$ cat config.mk
export PLATFORM = sky130hd
export DESIGN_NAME = fetch_stage_flat
export DESIGN_NICKNAME = d
export VERILOG_FILES = /design/src/rtl/fetch_stage_if.sv /design/src/rtl/fetch_stage.sv /design/src/flat_wrapper.sv
export SDC_FILE = /design/constraint.sdc
export NUM_CORES = 1
export LEC_CHECK = 0
export BUFFER_PORTS_ARGS = -buffer_cell sky130_fd_sc_hd__buf_2
export CORE_MARGIN = 2
export CORE_UTILIZATION = 36
export CTS_CLUSTER_DIAMETER = 150
export DETAILED_ROUTE_END_ITERATION = 7
export PLACE_DENSITY = 0.69
export REMOVE_ABC_BUFFERS = 1
export SYNTH_ARGS = -nofsm -noshare
export SYNTH_HDL_FRONTEND = slang
export SYNTH_SLANG_ARGS = --single-unit
$ cat constraint.sdc
create_clock -name clk -period 3.7 [get_ports clk]
set_input_delay 1.11 -clock clk [delete_from_list [all_inputs] [get_ports clk]]
set_output_delay 1.11 -clock clk [all_outputs]
set_load 0.03 [all_outputs]
$ cat src/rtl/fetch_stage_if.sv
// Instruction-memory request/response bus between fetch and imem.
// Request held with stable address until granted; responses return in order.
interface fetch_stage_if;
    logic        imem_req;
    logic [31:0] imem_addr;
    logic        imem_gnt;
    logic        imem_rvalid;
    logic [31:0] imem_rdata;

    modport master (
        output imem_req,
        output imem_addr,
        input  imem_gnt,
        input  imem_rvalid,
        input  imem_rdata
    );

    modport slave (
        input  imem_req,
        input  imem_addr,
        output imem_gnt,
        output imem_rvalid,
        output imem_rdata
    );
endinterface

$ cat src/rtl/fetch_stage.sv
// RV32I fetch stage: owns fetch PC, one outstanding imem request,
// 2-entry instruction FIFO feeding IF/ID, stall and redirect handling.
module fetch_stage #(
    parameter logic [31:0] RESET_PC  = 32'h0000_0000,
    parameter logic [31:0] NOP_INSTR = 32'h0000_0013
) (
    input  logic          clk,
    input  logic          rst,
    fetch_stage_if.master imem,
    input  logic          Stall,
    input  logic          PCSrcE,
    input  logic [31:0]   PCTargetE,
    output logic [31:0]   InstrF,
    output logic [31:0]   PCF,
    output logic [31:0]   PCPlus4F,
    output logic          FetchValid
);

    typedef enum logic [1:0] {
        FETCH,
        WAIT,
        DRAIN
    } state_t;

    state_t      state;
    state_t      state_nx;
    logic [31:0] fetch_pc;
    logic [31:0] req_pc;
    logic [31:0] fifo_instr [2];
    logic [31:0] fifo_pc [2];
    logic        rd_ptr;
    logic        wr_ptr;
    logic [1:0]  count;
    logic        pop;
    logic        push;
    logic        grant;
    logic [1:0]  occ_next;

    always_comb begin
        pop      = (count != 2'd0) && !Stall && !PCSrcE;
        push     = (state == WAIT) && imem.imem_rvalid && !PCSrcE;
        occ_next = count - {1'b0, pop} + {1'b0, push};
        imem.imem_req = !rst && !PCSrcE && (occ_next <= 2'd1) &&
                        ((state == FETCH) ||
                         ((state == WAIT) && imem.imem_rvalid));
        imem.imem_addr = fetch_pc;
        grant = imem.imem_req && imem.imem_gnt;
    end

    always_comb begin
        state_nx = state;
        case (state)
            FETCH: begin
                if (grant)
                    state_nx = WAIT;
            end
            WAIT: begin
                if (imem.imem_rvalid)
                    state_nx = grant ? WAIT : FETCH;
                else if (PCSrcE)
                    state_nx = DRAIN;
            end
            DRAIN: begin
                if (imem.imem_rvalid)
                    state_nx = FETCH;
            end
            default: state_nx = FETCH;
        endcase
    end

    always_ff @(posedge clk or posedge rst) begin
        if (rst) begin
            state    <= FETCH;
            fetch_pc <= RESET_PC;
            req_pc   <= RESET_PC;
            count    <= 2'd0;
            rd_ptr   <= 1'b0;
            wr_ptr   <= 1'b0;
        end else begin
            state <= state_nx;
            // Redirect target is forced word aligned
            if (PCSrcE)
                fetch_pc <= PCTargetE & 32'hFFFF_FFFC;
            else if (grant)
                fetch_pc <= fetch_pc + 32'd4;
            if (grant)
                req_pc <= fetch_pc;
            if (PCSrcE) begin
                count  <= 2'd0;
                rd_ptr <= 1'b0;
                wr_ptr <= 1'b0;
            end else begin
                count <= occ_next;
                if (push)
                    wr_ptr <= ~wr_ptr;
                if (pop)
                    rd_ptr <= ~rd_ptr;
            end
        end
    end

    always_ff @(posedge clk) begin
        if (push) begin
            fifo_instr[wr_ptr] <= imem.imem_rdata;
            fifo_pc[wr_ptr]    <= req_pc;
        end
    end

    always_comb begin
        FetchValid = (count != 2'd0);
        InstrF     = FetchValid ? fifo_instr[rd_ptr] : NOP_INSTR;
        PCF        = FetchValid ? fifo_pc[rd_ptr] : 32'd0;
        PCPlus4F   = FetchValid ? fifo_pc[rd_ptr] + 32'd4 : 32'd0;
    end

    a_no_overflow: assert property (
        @(posedge clk) disable iff (rst) !(push && (count == 2'd2))
    );

endmodule

$ cat src/flat_wrapper.sv
// flat-port wrapper written by rule: the top's interface ports become plain ports
module fetch_stage_flat 
#(
    parameter logic [31:0] RESET_PC  = 32'h0000_0000,
    parameter logic [31:0] NOP_INSTR = 32'h0000_0013
)
  (clk, rst, Stall, PCSrcE, PCTargetE, InstrF, PCF, PCPlus4F, FetchValid, imem_imem_req, imem_imem_addr, imem_imem_gnt, imem_imem_rvalid, imem_imem_rdata);
  fetch_stage_if imem_i ();
  input  logic clk;
  input  logic rst;
  input  logic Stall;
  input  logic PCSrcE;
  input  logic [31:0] PCTargetE;
  output logic [31:0] InstrF;
  output logic [31:0] PCF;
  output logic [31:0] PCPlus4F;
  output logic FetchValid;
  output wire logic [$bits(imem_i.imem_req)-1:0] imem_imem_req;
  output wire logic [$bits(imem_i.imem_addr)-1:0] imem_imem_addr;
  input wire logic [$bits(imem_i.imem_gnt)-1:0] imem_imem_gnt;
  input wire logic [$bits(imem_i.imem_rvalid)-1:0] imem_imem_rvalid;
  input wire logic [$bits(imem_i.imem_rdata)-1:0] imem_imem_rdata;
  assign imem_imem_req = imem_i.imem_req;
  assign imem_imem_addr = imem_i.imem_addr;
  assign imem_i.imem_gnt = imem_imem_gnt;
  assign imem_i.imem_rvalid = imem_imem_rvalid;
  assign imem_i.imem_rdata = imem_imem_rdata;
  fetch_stage #(.RESET_PC(RESET_PC), .NOP_INSTR(NOP_INSTR)) u_core (.clk(clk), .rst(rst), .imem(imem_i), .Stall(Stall), .PCSrcE(PCSrcE), .PCTargetE(PCTargetE), .InstrF(InstrF), .PCF(PCF), .PCPlus4F(PCPlus4F), .FetchValid(FetchValid));
endmodule
# Word level (Yosys, flattened, before mapping)
# Memory sizes are Yosys's and may differ from the RTL's.
# Index checks and enable logic that the tools add are counted.
[op_classes]
n_reduce_logical = 18
bitwise = 2
mux = 18
addsub = 4
order_cmp = 1
eq_ne = 5
[op_table]
columns = ["op", "count"]
rows = [
  ["32-bit two-way mux", 5],
  ["32-bit by 3-bit adder with 32-bit output, second input constant", 2],
  ["2-bit two-way mux", 5],
  ["1-bit logical AND", 8],
  ["2-bit nonzero test", 4],
  ["1-bit two-way mux", 7],
  ["2-bit case mux with 3 select lines", 1],
  ["1-bit zero test", 3],
  ["3-bit != test, second input constant", 1],
  ["3-bit AND reduction", 1],
  ["2-bit by 1-bit adder with 2-bit output", 1],
  ["2-bit by 1-bit equality test with 1-bit output, second input constant", 1],
  ["2-bit equality test, second input constant", 1],
  ["2-bit by 1-bit <= comparator with 1-bit output, second input constant", 1],
  ["2-bit zero test", 1],
  ["2-bit by 1-bit != test with 1-bit output, second input constant", 1],
  ["2-bit != test, second input constant", 1],
  ["1-bit inverter", 2],
  ["2-bit by 1-bit subtractor with 2-bit output", 1],
  ["1-bit logical OR", 1],
]
[totals]
mem_count = 2
out_inout_bits = 130
mem_bits_rw = 128
register_bits = 70
[mem_list]
columns = ["memory", "depth", "word_bits", "rd", "rd_ports_with_merged_regs", "write_ports", "line_no", "rtl"]
rows = [
  ["u_core.fifo_instr", 2, 32, 1, 0, 1, "fetch_stage.sv:29", "logic [31:0] fifo_instr [2];"],
  ["u_core.fifo_pc", 2, 32, 1, 0, 1, "fetch_stage.sv:30", "logic [31:0] fifo_pc [2];"],
]

# Logic depth before layout (Yosys ltp)
# Gate-level depths: netlist of run 1.
[logic_depth]
ltp_word = 12
ltp_mapped = 14

# Least setup slack after synthesis of run 1
# Ideal clock, no wire load.
[synth_timing]
path_kind = "input port to flip-flop"
start = "input PCSrcE"
end = "memory u_core.fifo_instr[0][0], enable pin"
path_buffers = 1
t_required_ns = 3.210
slack_ns = -1.255
stages = 3
setup_time_ns = 0.490
t_arrival_ns = 4.465
path_cell_list = "clkbuf_1 -> nor4b_1 -> nor2b_1"
[synth_via]
elab_chain_len = 4
[synth_rtl]
columns = ["item", "line_no", "rtl"]
rows = [
  ["from (decl)", "flat_wrapper.sv:12", "input logic PCSrcE;"],
  ["1-bit zero test", "fetch_stage.sv:41", "push = (state == WAIT) && imem.imem_rvalid && !PCSrcE;"],
  ["1-bit logical AND", "fetch_stage.sv:41", ""],
  ["1-bit two-way mux", "fetch_stage.sv:103", "if (push) begin"],
  ["1-bit two-way mux (implied by the code)", "fetch_stage.sv:104", "fifo_instr[wr_ptr] <= imem.imem_rdata;"],
  ["to (decl)", "fetch_stage.sv:29", ""],
]
# Every way passes these cells.

# Final worst setup path of run 1
[layout_timing]
start = "register u_core.rd_ptr"
end = "output PCPlus4F[29]"
[layout_via]
elab_chain_len = 3
[layout_rtl]
columns = ["item", "line_no", "rtl"]
rows = [
  ["from (decl)", "fetch_stage.sv:31", "logic rd_ptr;"],
  ["from (signal assigned)", "fetch_stage.sv:97", "rd_ptr <= ~rd_ptr;"],
  ["memory read 2 x 32 bit", "--", ""],
  ["32-bit by 3-bit adder with 32-bit output", "fetch_stage.sv:113", "PCPlus4F = FetchValid ? fifo_pc[rd_ptr] + 32'd4 : 32'd0;"],
  ["32-bit two-way mux", "fetch_stage.sv:113", ""],
  ["to (decl)", "flat_wrapper.sv:16", "output logic [31:0] PCPlus4F;"],
]
# Every way passes these cells.

==> qor.txt, run 1 <==
Num CTS Buffers: 17
Max Cap Viol: 0
Worst path max stage delay: 0.57 ns
clk_lat worst skew: 0.43 ns
synth top area cells: edfxtp_1 42%, dfrtp_1 19%, mux2i_1 6.5%
Die Area: 0.0260 mm^2
ratio of cells with drive above 1 in the final layout: 0.311
Slowest cell on crit path: dfrtp_4
Worst Max-Slew Pin Slew: 0.840 ns
total congestion overflow: 0
Syn Area/Cell: 11.2 um^2
VDD IR-drop max: 0.303 mV
Pint: 3.61 mW
DR iter-0 viols: 457
Syn Inst Count: 791
Vert. Die Dim: 161 um
clk_skew: 0.0236 ns
initial core utilization: 0.366
sw frac: 0.286
period utilization: 1.02
status: complete, but fails checks
Longest Clk Path Bufs: 2
CP required: 2.59 ns
drt pass-1 iters: 7
die width: 161 um
fin. max-slew vios: 0
routability congestion estimate: 0.853
Worst-path clk slew: 0.07 ns
largest area contributor in the netlist: edfxtp_1
PortBufs: 191
H-tree depth: 4
RSZ-0062 raised after global routing: yes
critical path class: reg -> out
GR Util All Layers: 0.167
Clock Tree Root: clkbuf_16
startpoint types: flip-flop
DRC errors left: 0
area occupied by multi-input gates: 0.00349 mm^2
Core ar.: 0.0243 mm^2
sequential power share: 0.512
Hold Crit Class: reg -> reg
sw power: 1.45 mW
Pleak: 4.62 nW
Post-synth EDFFs: 124
CP max FO: 8
sequential area share after synthesis: 0.604
initial antenna violation count: 0
Ports: 200
Fmax achieved: 0.264 GHz
top post-synthesis cells by count: 133 x nand2_1, 124 x edfxtp_1, 89 x nor2_1
worst slack, placed: 0.123 ns
first-pass GRT wire length: 34500 um
FF+latch count, synth: 190
Final Core Density: 0.469
largest net degree at the start of global routing: 86
Setup WS post-layout: -0.0853 ns
n_diodes: 0
final setup vio count: 8
PD cells: 444 mW/mm^2
worst-path cell chain: buf_12 -> nand3b_1 -> a211o_1 -> or3_4 -> o31a_1 -> nor3_2 -> buf_4
count of different cell masters after synthesis: 56
count leader, synth: nand2_1
synthesis warning total: 0
CTS Hold Bufs: 0
vias in the first global route: 6563
FP Rows: 57
DP Wirelength: 15100 um
Min Hold Slack: 0.476 ns
Wirelength per Cell: 16.4 um
Area Overhead vs Synth: 28.1%
number of nets in the layout: 1081
Yosys top cell area share: 0.419
total routed wirelength: 22000 um
Antenna Nets Post-Route: 0
Worst setup EP type: output pin
vias: 6749
CTS tree: yes
Comb power frac: 0.145
Rel. slew slack: 0.435
Clock power frac: 0.343
Post-synth ARST share: 0.347
clk sink count: 190
synthesized area: 0.00890 mm^2
Via density: 5.02
Synth Flop Type: edfxtp_1
Final Hold Viols: 0
filler cell count: 2281
WP data arrival: 2.68 ns
Register Area: 0.00538 mm^2
final worst path period need: 3.79 ns
failing checks: setup timing
## critical path, delay by kind of cell, from the launching register on
kind                   cells  cell delay (ns)
AO/OA/AOI/OAI              2             0.57
buffers and inverters      2             0.36
flip-flops                 1             0.57
AND/OR/NAND/NOR            3             0.75
## flip-flops by register name, indices dropped and copies added (netlist names)
name,count
u_core.fifo_instr,64
u_core.fifo_pc,60
u_core.imem.imem_addr,30
u_core.req_pc,30
u_core.count,2
u_core.state,2
u_core.rd_ptr,1
u_core.wr_ptr,1
## timing repair
| action | in CTS | in global routing |
|---|---|---|
| pin swaps | 20 | 6 |
| gates resized for setup | 40 | 43 |
| setup buffers | 14 | 3 |
| setup endpoints to repair | 15 | 22 |
| cloned | 2 | 0 |
## power by group through the flow
stage | Sequential [mW] | Clock [mW] | Combinational (mW)
after floorplan | 2.66 | 0 | 0.385
after global placement | 2.62 | 0 | 0.689
after detailed placement | 2.63 | 0 | 0.699
after CTS | 2.59 | 1.78 | 0.729
after global routing | 2.61 | 1.87 | 0.801
final | 2.59 | 1.74 | 0.733
## final cells by class
type,count,area share
clock buffer,18,0.0385
clock inverter,14,0.0109
inverter,11,0.00362
multi-input combinational,548,0.306
sequential,190,0.472
tap,324,0.0356
timing repair buffer,239,0.133
## routing by layer
metal	global-route usage	part of all wire
met1	0.217	0.45
met2	0.284	0.49
met3	0.0316	0.049
met4	0.0548	0.017
met5	0	0
## path summary, 6_finish.rpt
kind	from	to	slack (ns)	depth (start not counted)
worst max-delay path	u_core.rd_ptr	PCPlus4F[29]	-0.09	7
worst min-delay path	u_core.req_pc[6]	u_core.fifo_pc[1][6]	0.48	0
worst max register to register	u_core.count[1]	u_core.imem.imem_addr[8]	1.10	12
worst min register to register	u_core.req_pc[6]	u_core.fifo_pc[1][6]	0.48	0
max in group asynchronous	rst	u_core.req_pc[27]	2.19	3
min in group asynchronous	rst	u_core.imem.imem_addr[18]	0.78	2
## through the flow
step	area [um^2]	cells	setup TNS, ns	power [mW]
CTS	11300	1341	-0.297	5.10
floorplan	8690	749	-308.48	3.05
global placement	10400	1293	0	3.31
detailed placement	10400	1293	0	3.33
finish	11400	1344	-0.362	5.06
global route	11400	1344	-1.91	5.28
## layout by cell type (no fill, tap or decap), types with 5 or more instances in the layout
master and instances:
a21oi_1 15, and2_1 5, and3_1 6, buf_12 7, buf_2 171, buf_4 52, buf_6 7, clkbuf_16 17
conb_1 6, dfrtp_1 65, edfxtp_1 124, inv_1 10, mux2i_1 55, nand2_1 131, nand3_1 24, nand4_1 26
nand4b_1 6, nor2_1 88, nor2b_1 8, nor3_1 8, nor3_2 7, nor4_1 6, o211ai_1 5, o21ai_0 31
xnor2_1 14, xor2_1 13
## kinds of logic (layout without fill, tap and decap cells)
group | Yosys count | count (layout) | synth area share
multiplexers | 65 | 65 | 0.0747
buffers and inverters | 58 | 282 | 0.0295
other | 1 | 6 | 0.000421
flip-flops | 190 | 190 | 0.604
XOR/XNOR | 28 | 28 | 0.0291
AND/OR/NAND/NOR | 353 | 353 | 0.190
adder cells (fa/ha/maj) | 4 | 4 | 0.00563
AO/OA/AOI/OAI | 92 | 92 | 0.0667
Note: power is estimated with default switching activity, not from simulation.
==> run 2: changes to the inputs <==
--- a/config.mk
+++ b/config.mk
@@ -10,7 +10,7 @@
 export CORE_UTILIZATION = 36
 export CTS_CLUSTER_DIAMETER = 150
 export DETAILED_ROUTE_END_ITERATION = 7
-export PLACE_DENSITY = 0.69
+export PLACE_DENSITY = 0.67
 export REMOVE_ABC_BUFFERS = 1
 export SYNTH_ARGS = -nofsm -noshare
 export SYNTH_HDL_FRONTEND = slang
==> constraint.sdc (replaced) <==
create_clock -name clk -period 4.7 [get_ports clk]
set_input_delay 1.41 -clock clk [delete_from_list [all_inputs] [get_ports clk]]
set_output_delay 1.41 -clock clk [all_outputs]
set_load 0.03 [all_outputs]
==> qor.txt, run 2 (synthesis gave the netlist of run 1 again) <==
Vert. Die Dim: 161 um (unchanged)
Die Area: 0.0260 mm^2 (unchanged)
commonest non-fill, non-tap cell in the layout: buf_2
drt pass-1 iters: 5 (-2)
FP Rows: 57 (unchanged)
largest net degree at the start of global routing: 63 (-27%)
area post-placement: 0.0102 mm^2 (-1.3%)
Worst R2R Setup Slack: 1.90 ns (+0.80 ns)
Via density: 4.97 (-0.93%)
final worst path period need: 4.49 ns
Worst path max stage delay: 0.61 ns (+0.04 ns)
WP buf/inv: 1 (-1)
initial antenna violation count: 0 (unchanged)
R2R cell count: 7 (-5)
Max Cap Viol: 0 (unchanged)
Setup WS post-layout: 0.212 ns (+0.297 ns)
n_diodes: 0 (unchanged)
Longest Clk Path Bufs: 2 (unchanged)
CP required: 3.29 ns (+0.70 ns)
Hold Path Origin: u_core.req_pc[26]
DRC errors left: 0 (unchanged)
RSZ-0062 raised after global routing: no
clk_lat worst skew: 0.42 ns (about the same)
Hold Crit Class: reg -> reg
H-tree depth: 4 (unchanged)
vias: 6547 (-3.0%)
PD cells: 372 mW/mm^2 (-16%)
Largest regs: u_core.fifo_instr: 64 flops, u_core.fifo_pc: 60 flops
clk sink count: 190 (unchanged)
Pleak: 4.40 nW (-4.7%)
total congestion overflow: 0 (unchanged)
most frequent cells in the layout: 191 x buf_2, 133 x nand2_1, 124 x edfxtp_1, 88 x nor2_1, 65 x dfrtp_1
worst-path cell chain: mux2_2 -> ha_1 -> nor4b_4 -> nand4_4 -> o41a_1 -> nor3_1 -> buf_2
PortBufs: 191 (unchanged)
fin. max-slew vios: 0 (unchanged)
total power: 4.03 mW (-20%)
VDD IR-drop max: 0.232 mV (-23%)
total routed wirelength: 21300 um (-3.3%)
hold path endpoint: u_core.fifo_pc[0][26]
Ports: 200 (unchanged)
Wirelength per Cell: 16.2 um (-1.2%)
Antenna Nets Post-Route: 0 (unchanged)
Final Hold Viols: 0 (unchanged)
post-CTS sizing: 0 (-100%)
final setup vio count: 0 (-8)
largest register by flop count: u_core.fifo_instr
CP max FO: 20 (+12)
clk_skew: 0.0149 ns (-0.00877 ns)
Worst-path clk slew: 0.07 ns (about the same)
number of nets in the layout: 1053 (-2.6%)
initial core utilization: 0.366 (unchanged)
Slowest cell on crit path: dfrtp_4
Worst Max-Slew Pin Slew: 1.07 ns (+0.232 ns)
CTS tree: yes
max reg flops: 64 (unchanged)
routability congestion estimate: 0.796 (-6.7%)
Design Area, Final: 0.0108 mm^2 (-4.8%)
critical path class: reg -> out
CTS Hold Bufs: 0 (unchanged)
DP Wirelength: 15200 um (+0.43%)
DR iter-0 viols: 520 (+14%)
Rel. slew slack: 0.285 (-0.150)
status: completed
Worst setup EP type: output pin
startpoint types: flip-flop
worst slack, placed: 0.397 ns (+0.274 ns)
WP data arrival: 3.08 ns (+0.40 ns)
Critical R2R Launch: u_core.state[1]
period utilization: 0.955
vias in the first global route: 6389 (-2.7%)
post-CTS setup buffers: 0 (-14)
GR Util All Layers: 0.163 (-0.00468)
die width: 161 um (unchanged)
Area Overhead vs Synth: 21.9%
Num CTS Buffers: 17 (unchanged)
first-pass GRT wire length: 33400 um (-3.2%)
Clock Tree Root: clkbuf_16
Fmax achieved: 0.223 GHz
Reg-to-Reg End: u_core.imem.imem_addr[27]
ratio of cells with drive above 1 in the final layout: 0.258 (-0.0527)
crit-path leading delay family: simple AND/OR/NAND/NOR gates
Hold Path Depth: 0 (unchanged)
Core ar.: 0.0243 mm^2 (unchanged)
==> run 2: cell count changes in the layout (fill, tap and decap cells not counted), sizes merged <==
cell      before  now
inv           20   14
clkbuf        18   20
clkinv         4    2
clkinvlp       1    4
bufinv         0    3
buf          239  211
==> run 2: worst max path at each step <==
stage	start	end	slack (ns)	cells past startpoint
global placement	PCSrcE	imem_imem_req	0.44	7
floorplan	u_core.rd_ptr	PCPlus4F[26]	-1.57	6
finish	u_core.rd_ptr	PCPlus4F[28]	0.21	7
CTS	u_core.rd_ptr	PCPlus4F[28]	0.12	7
detailed placement	PCSrcE	imem_imem_req	0.40	7
global route	u_core.rd_ptr	PCPlus4F[28]	0.08	7
==> run 2: worst reg2reg max path, cell delays in order, from the launching register on <==
cell	delay, ns
dfrtp_1	0.43
nor4b_1	0.54
ha_1	0.26
xnor3_1	0.20
nand4b_1	0.21
nor3_1	0.69
a41o_1	0.27
o211ai_1	0.08
==> run 2: stage by stage <==
step | setup TNS, ns | hold slack [ns] | utilization | std cells
3_5_place_dp | 0 | 0.460 | 0.421 | 1283
4_1_cts | 0 | 0.472 | 0.445 | 1315
5_1_grt | 0 | 0.491 | 0.446 | 1316
3_3_place_gp | 0 | 0.449 | 0.421 | 1283
6_report | 0 | 0.465 | 0.446 | 1316
2_1_floorplan | -137.60 | 0.442 | - | 749
==> run 2: power breakdown <==
part           internal (mW)  switching (mW)
logic                  0.173           0.358
clock network          0.844           0.614
registers               1.93           0.114
==> run 2: layout make-up <==
class / count / area, um^2
well taps: 324 / 405
repair buffers: 211 / 1130
fillers: 2340 / 13500
flip-flops and latches: 190 / 5380
clock buffers: 20 / 437
clock inverters: 12 / 161
inverters: 11 / 41.3
multi-input cells: 548 / 3290
==> run 2: routing by layer <==
metal / vias up / track usage / part of all wire / routed length [um]
met2: 176 / 0.269 / 0.47 / 10100
met4: 0 / 0.0519 / 0.015 / 323
met1: 3131 / 0.212 / 0.46 / 9700
met3: 21 / 0.0378 / 0.057 / 1220
met5: - / 0 / 0 / 0
li1: 3219 / - / - / -
==> run 3: changes to the inputs <==
--- a/config.mk
+++ b/config.mk
@@ -6,11 +6,13 @@
 export NUM_CORES = 1
 export LEC_CHECK = 0
 export BUFFER_PORTS_ARGS = -buffer_cell sky130_fd_sc_hd__buf_2
+export CELL_PAD_IN_SITES_DETAIL_PLACEMENT = 0
+export CELL_PAD_IN_SITES_GLOBAL_PLACEMENT = 2
 export CORE_MARGIN = 2
 export CORE_UTILIZATION = 36
 export CTS_CLUSTER_DIAMETER = 150
 export DETAILED_ROUTE_END_ITERATION = 7
-export PLACE_DENSITY = 0.67
+export PLACE_DENSITY = 0.89
 export REMOVE_ABC_BUFFERS = 1
 export SYNTH_ARGS = -nofsm -noshare
 export SYNTH_HDL_FRONTEND = slang
==> qor.txt, run 3 (synthesis gave the netlist of run 1 again) <==
Pleak: 4.40 nW (+0.15%)
Worst setup EP type: output pin
Hold Path Origin: u_core.req_pc[25]
CTS Hold Bufs: 0 (unchanged)
die width: 161 um (unchanged)
total congestion overflow: 0 (unchanged)
ratio of cells with drive above 1 in the final layout: 0.259 (+0.00127)
CP max FO: 48 (+140%)
final setup vio count: 0 (unchanged)
RSZ-0062 raised after global routing: no
Rel. slew slack: 0.459 (+0.174)
area occupied by multi-input gates: 0.00329 mm^2 (unchanged)
DRC errors left: 0 (unchanged)
Num CTS Buffers: 17 (unchanged)
vias: 6502 (-0.69%)
Ports: 200 (unchanged)
largest register by flop count: u_core.fifo_instr
initial core utilization: 0.366 (unchanged)
Clock Tree Root: clkbuf_16
clk_skew: 0.0103 ns (-0.00454 ns)
period utilization: 0.954 (about the same)
R2R cell count: 7 (unchanged)
FP Rows: 57 (unchanged)
DP Wirelength: 15600 um (+2.5%)
startpoint types: flip-flop
critical path class: reg -> out
initial antenna violation count: 0 (unchanged)
Wirelength per Cell: 16.4 um (+1.0%)
largest net degree at the start of global routing: 55 (-13%)
filler cell count: 2321 (-0.81%)
Critical R2R Launch: u_core.state[1]
most frequent cells in the layout: 191 x buf_2, 133 x nand2_1, 124 x edfxtp_1, 88 x nor2_1, 65 x dfrtp_1
Worst Max-Slew Pin Slew: 0.804 ns (-0.268 ns)
drt pass-1 iters: 5 (unchanged)
Hold Path Depth: 0 (unchanged)
clk sink count: 190 (unchanged)
commonest non-fill, non-tap cell in the layout: buf_2
total routed wirelength: 21500 um (+0.97%)
status: completed
Longest Clk Path Bufs: 2 (unchanged)
Fmax achieved: 0.223 GHz (about the same)
routability congestion estimate: 0.777 (-2.3%)
Hold Crit Class: reg -> reg
post-CTS setup buffers: 0 (unchanged)
PD cells: 366 mW/mm^2 (-1.6%)
total power: 3.97 mW (-1.6%)
Vert. Die Dim: 161 um (unchanged)
PortBufs: 191 (unchanged)
fin. max-slew vios: 0 (unchanged)
Core ar.: 0.0243 mm^2 (unchanged)
VDD IR-drop max: 0.241 mV (+4.0%)
Die Area: 0.0260 mm^2 (unchanged)
Largest regs: u_core.fifo_instr: 64 flops, u_core.fifo_pc: 60 flops
CTS tree: yes
final worst path period need: 4.48 ns (-0.00380 ns)
Worst-path clk slew: 0.07 ns (about the same)
Final Non-Filler Cells: 1315 (-0.076%)
Antenna Nets Post-Route: 0 (unchanged)
H-tree depth: 4 (unchanged)
GR Util All Layers: 0.167 (+0.00425)
DP Cell Count: 1283 (unchanged)
Worst R2R Setup Slack: 1.77 ns (-0.13 ns)
vias in the first global route: 6431 (+0.66%)
Max Cap Viol: 0 (unchanged)
number of nets in the layout: 1052 (-0.095%)
first-pass GRT wire length: 34300 um (+2.7%)
Reg-to-Reg End: u_core.imem.imem_addr[21]
Register Area: 0.00538 mm^2 (unchanged)
clk_lat worst skew: 0.42 ns (about the same)
post-CTS sizing: 0 (unchanged)
CP required: 3.29 ns (about the same)
Area Overhead vs Synth: 21.9% (about the same)
DR iter-0 viols: 416 (-20%)
Final Hold Viols: 0 (unchanged)
WP data arrival: 3.07 ns (about the same)
Via density: 4.94 (-0.61%)
max reg flops: 64 (unchanged)
hold path endpoint: u_core.fifo_pc[0][25]
n_diodes: 0 (unchanged)
[run 3: changes by cell type in the layout (fill, tap and decap cells not counted), sizes merged]
| cell | previous run | this run |
|---|---|---|
| buf | 211 | 210 |
| bufinv | 3 | 1 |
| clkinvlp | 4 | 2 |
| inv | 14 | 17 |
| clkinv | 2 | 3 |
[run 3: worst max-delay path, stage by stage, from the launching register on]
cell and delay (ns):
dfrtp_4 0.60, buf_12 0.30, mux2i_1 0.24, a211oi_1 0.34, nand2_1 0.23, o41a_1 0.41, nor3_1 0.25, buf_2 0.25
[run 3: report_power, final]
group | leakage, nW | internal, mW | switching, mW | total, mW
registers | 1.95 | 1.93 | 0.115 | 2.04
logic | 2.18 | 0.174 | 0.358 | 0.531
clock network | 0.277 | 0.762 | 0.630 | 1.39
total | 4.40 | 2.86 | 1.10 | 3.97
[run 3: layout make-up]
| type | instances | share of cell area |
|---|---|---|
| Inverter | 11 | 0.00381 |
| Clock buffer | 20 | 0.0412 |
| Timing Repair Buffer | 210 | 0.106 |
| Tap cell | 324 | 0.0374 |
| Clock inverter | 12 | 0.0118 |
| Multi-Input combinational cell | 548 | 0.304 |
| Sequential cell | 190 | 0.496 |
[run 3: worst max-delay path by stage]
stage / startpoint / endpoint / slack [ns] / depth (start not counted)
global placement: PCSrcE / imem_imem_req / 0.41 / 7
global route: u_core.rd_ptr / PCPlus4F[27] / 0.001 / 7
CTS: u_core.rd_ptr / PCPlus4F[28] / 0.19 / 7
finish: u_core.rd_ptr / PCPlus4F[28] / 0.22 / 7
detailed placement: PCSrcE / imem_imem_req / 0.37 / 7
floorplan: u_core.rd_ptr / PCPlus4F[26] / -1.57 / 6
[run 3: metrics by stage]
step,utilization,area (um^2),hold slack (ns),setup WS [ns],TNS (ns)
detailed placement,0.422,10300,0.462,0.373,0
global route,0.446,10800,0.488,0.00103,0
CTS,0.446,10800,0.477,0.194,0
finish,0.446,10800,0.475,0.216,0
floorplan,-,8690,0.442,-1.57,-137.60
global placement,0.422,10300,0.451,0.415,0
[run 3: metal layers]
layer | wire, um | global-route usage | up-vias
met1 | 9750 | 0.221 | 3088
met4 | 361 | 0.0499 | 0
li1 | - | - | 3231
met2 | 10400 | 0.278 | 161
met5 | 0 | 0 | -
met3 | 1010 | 0.0342 | 22
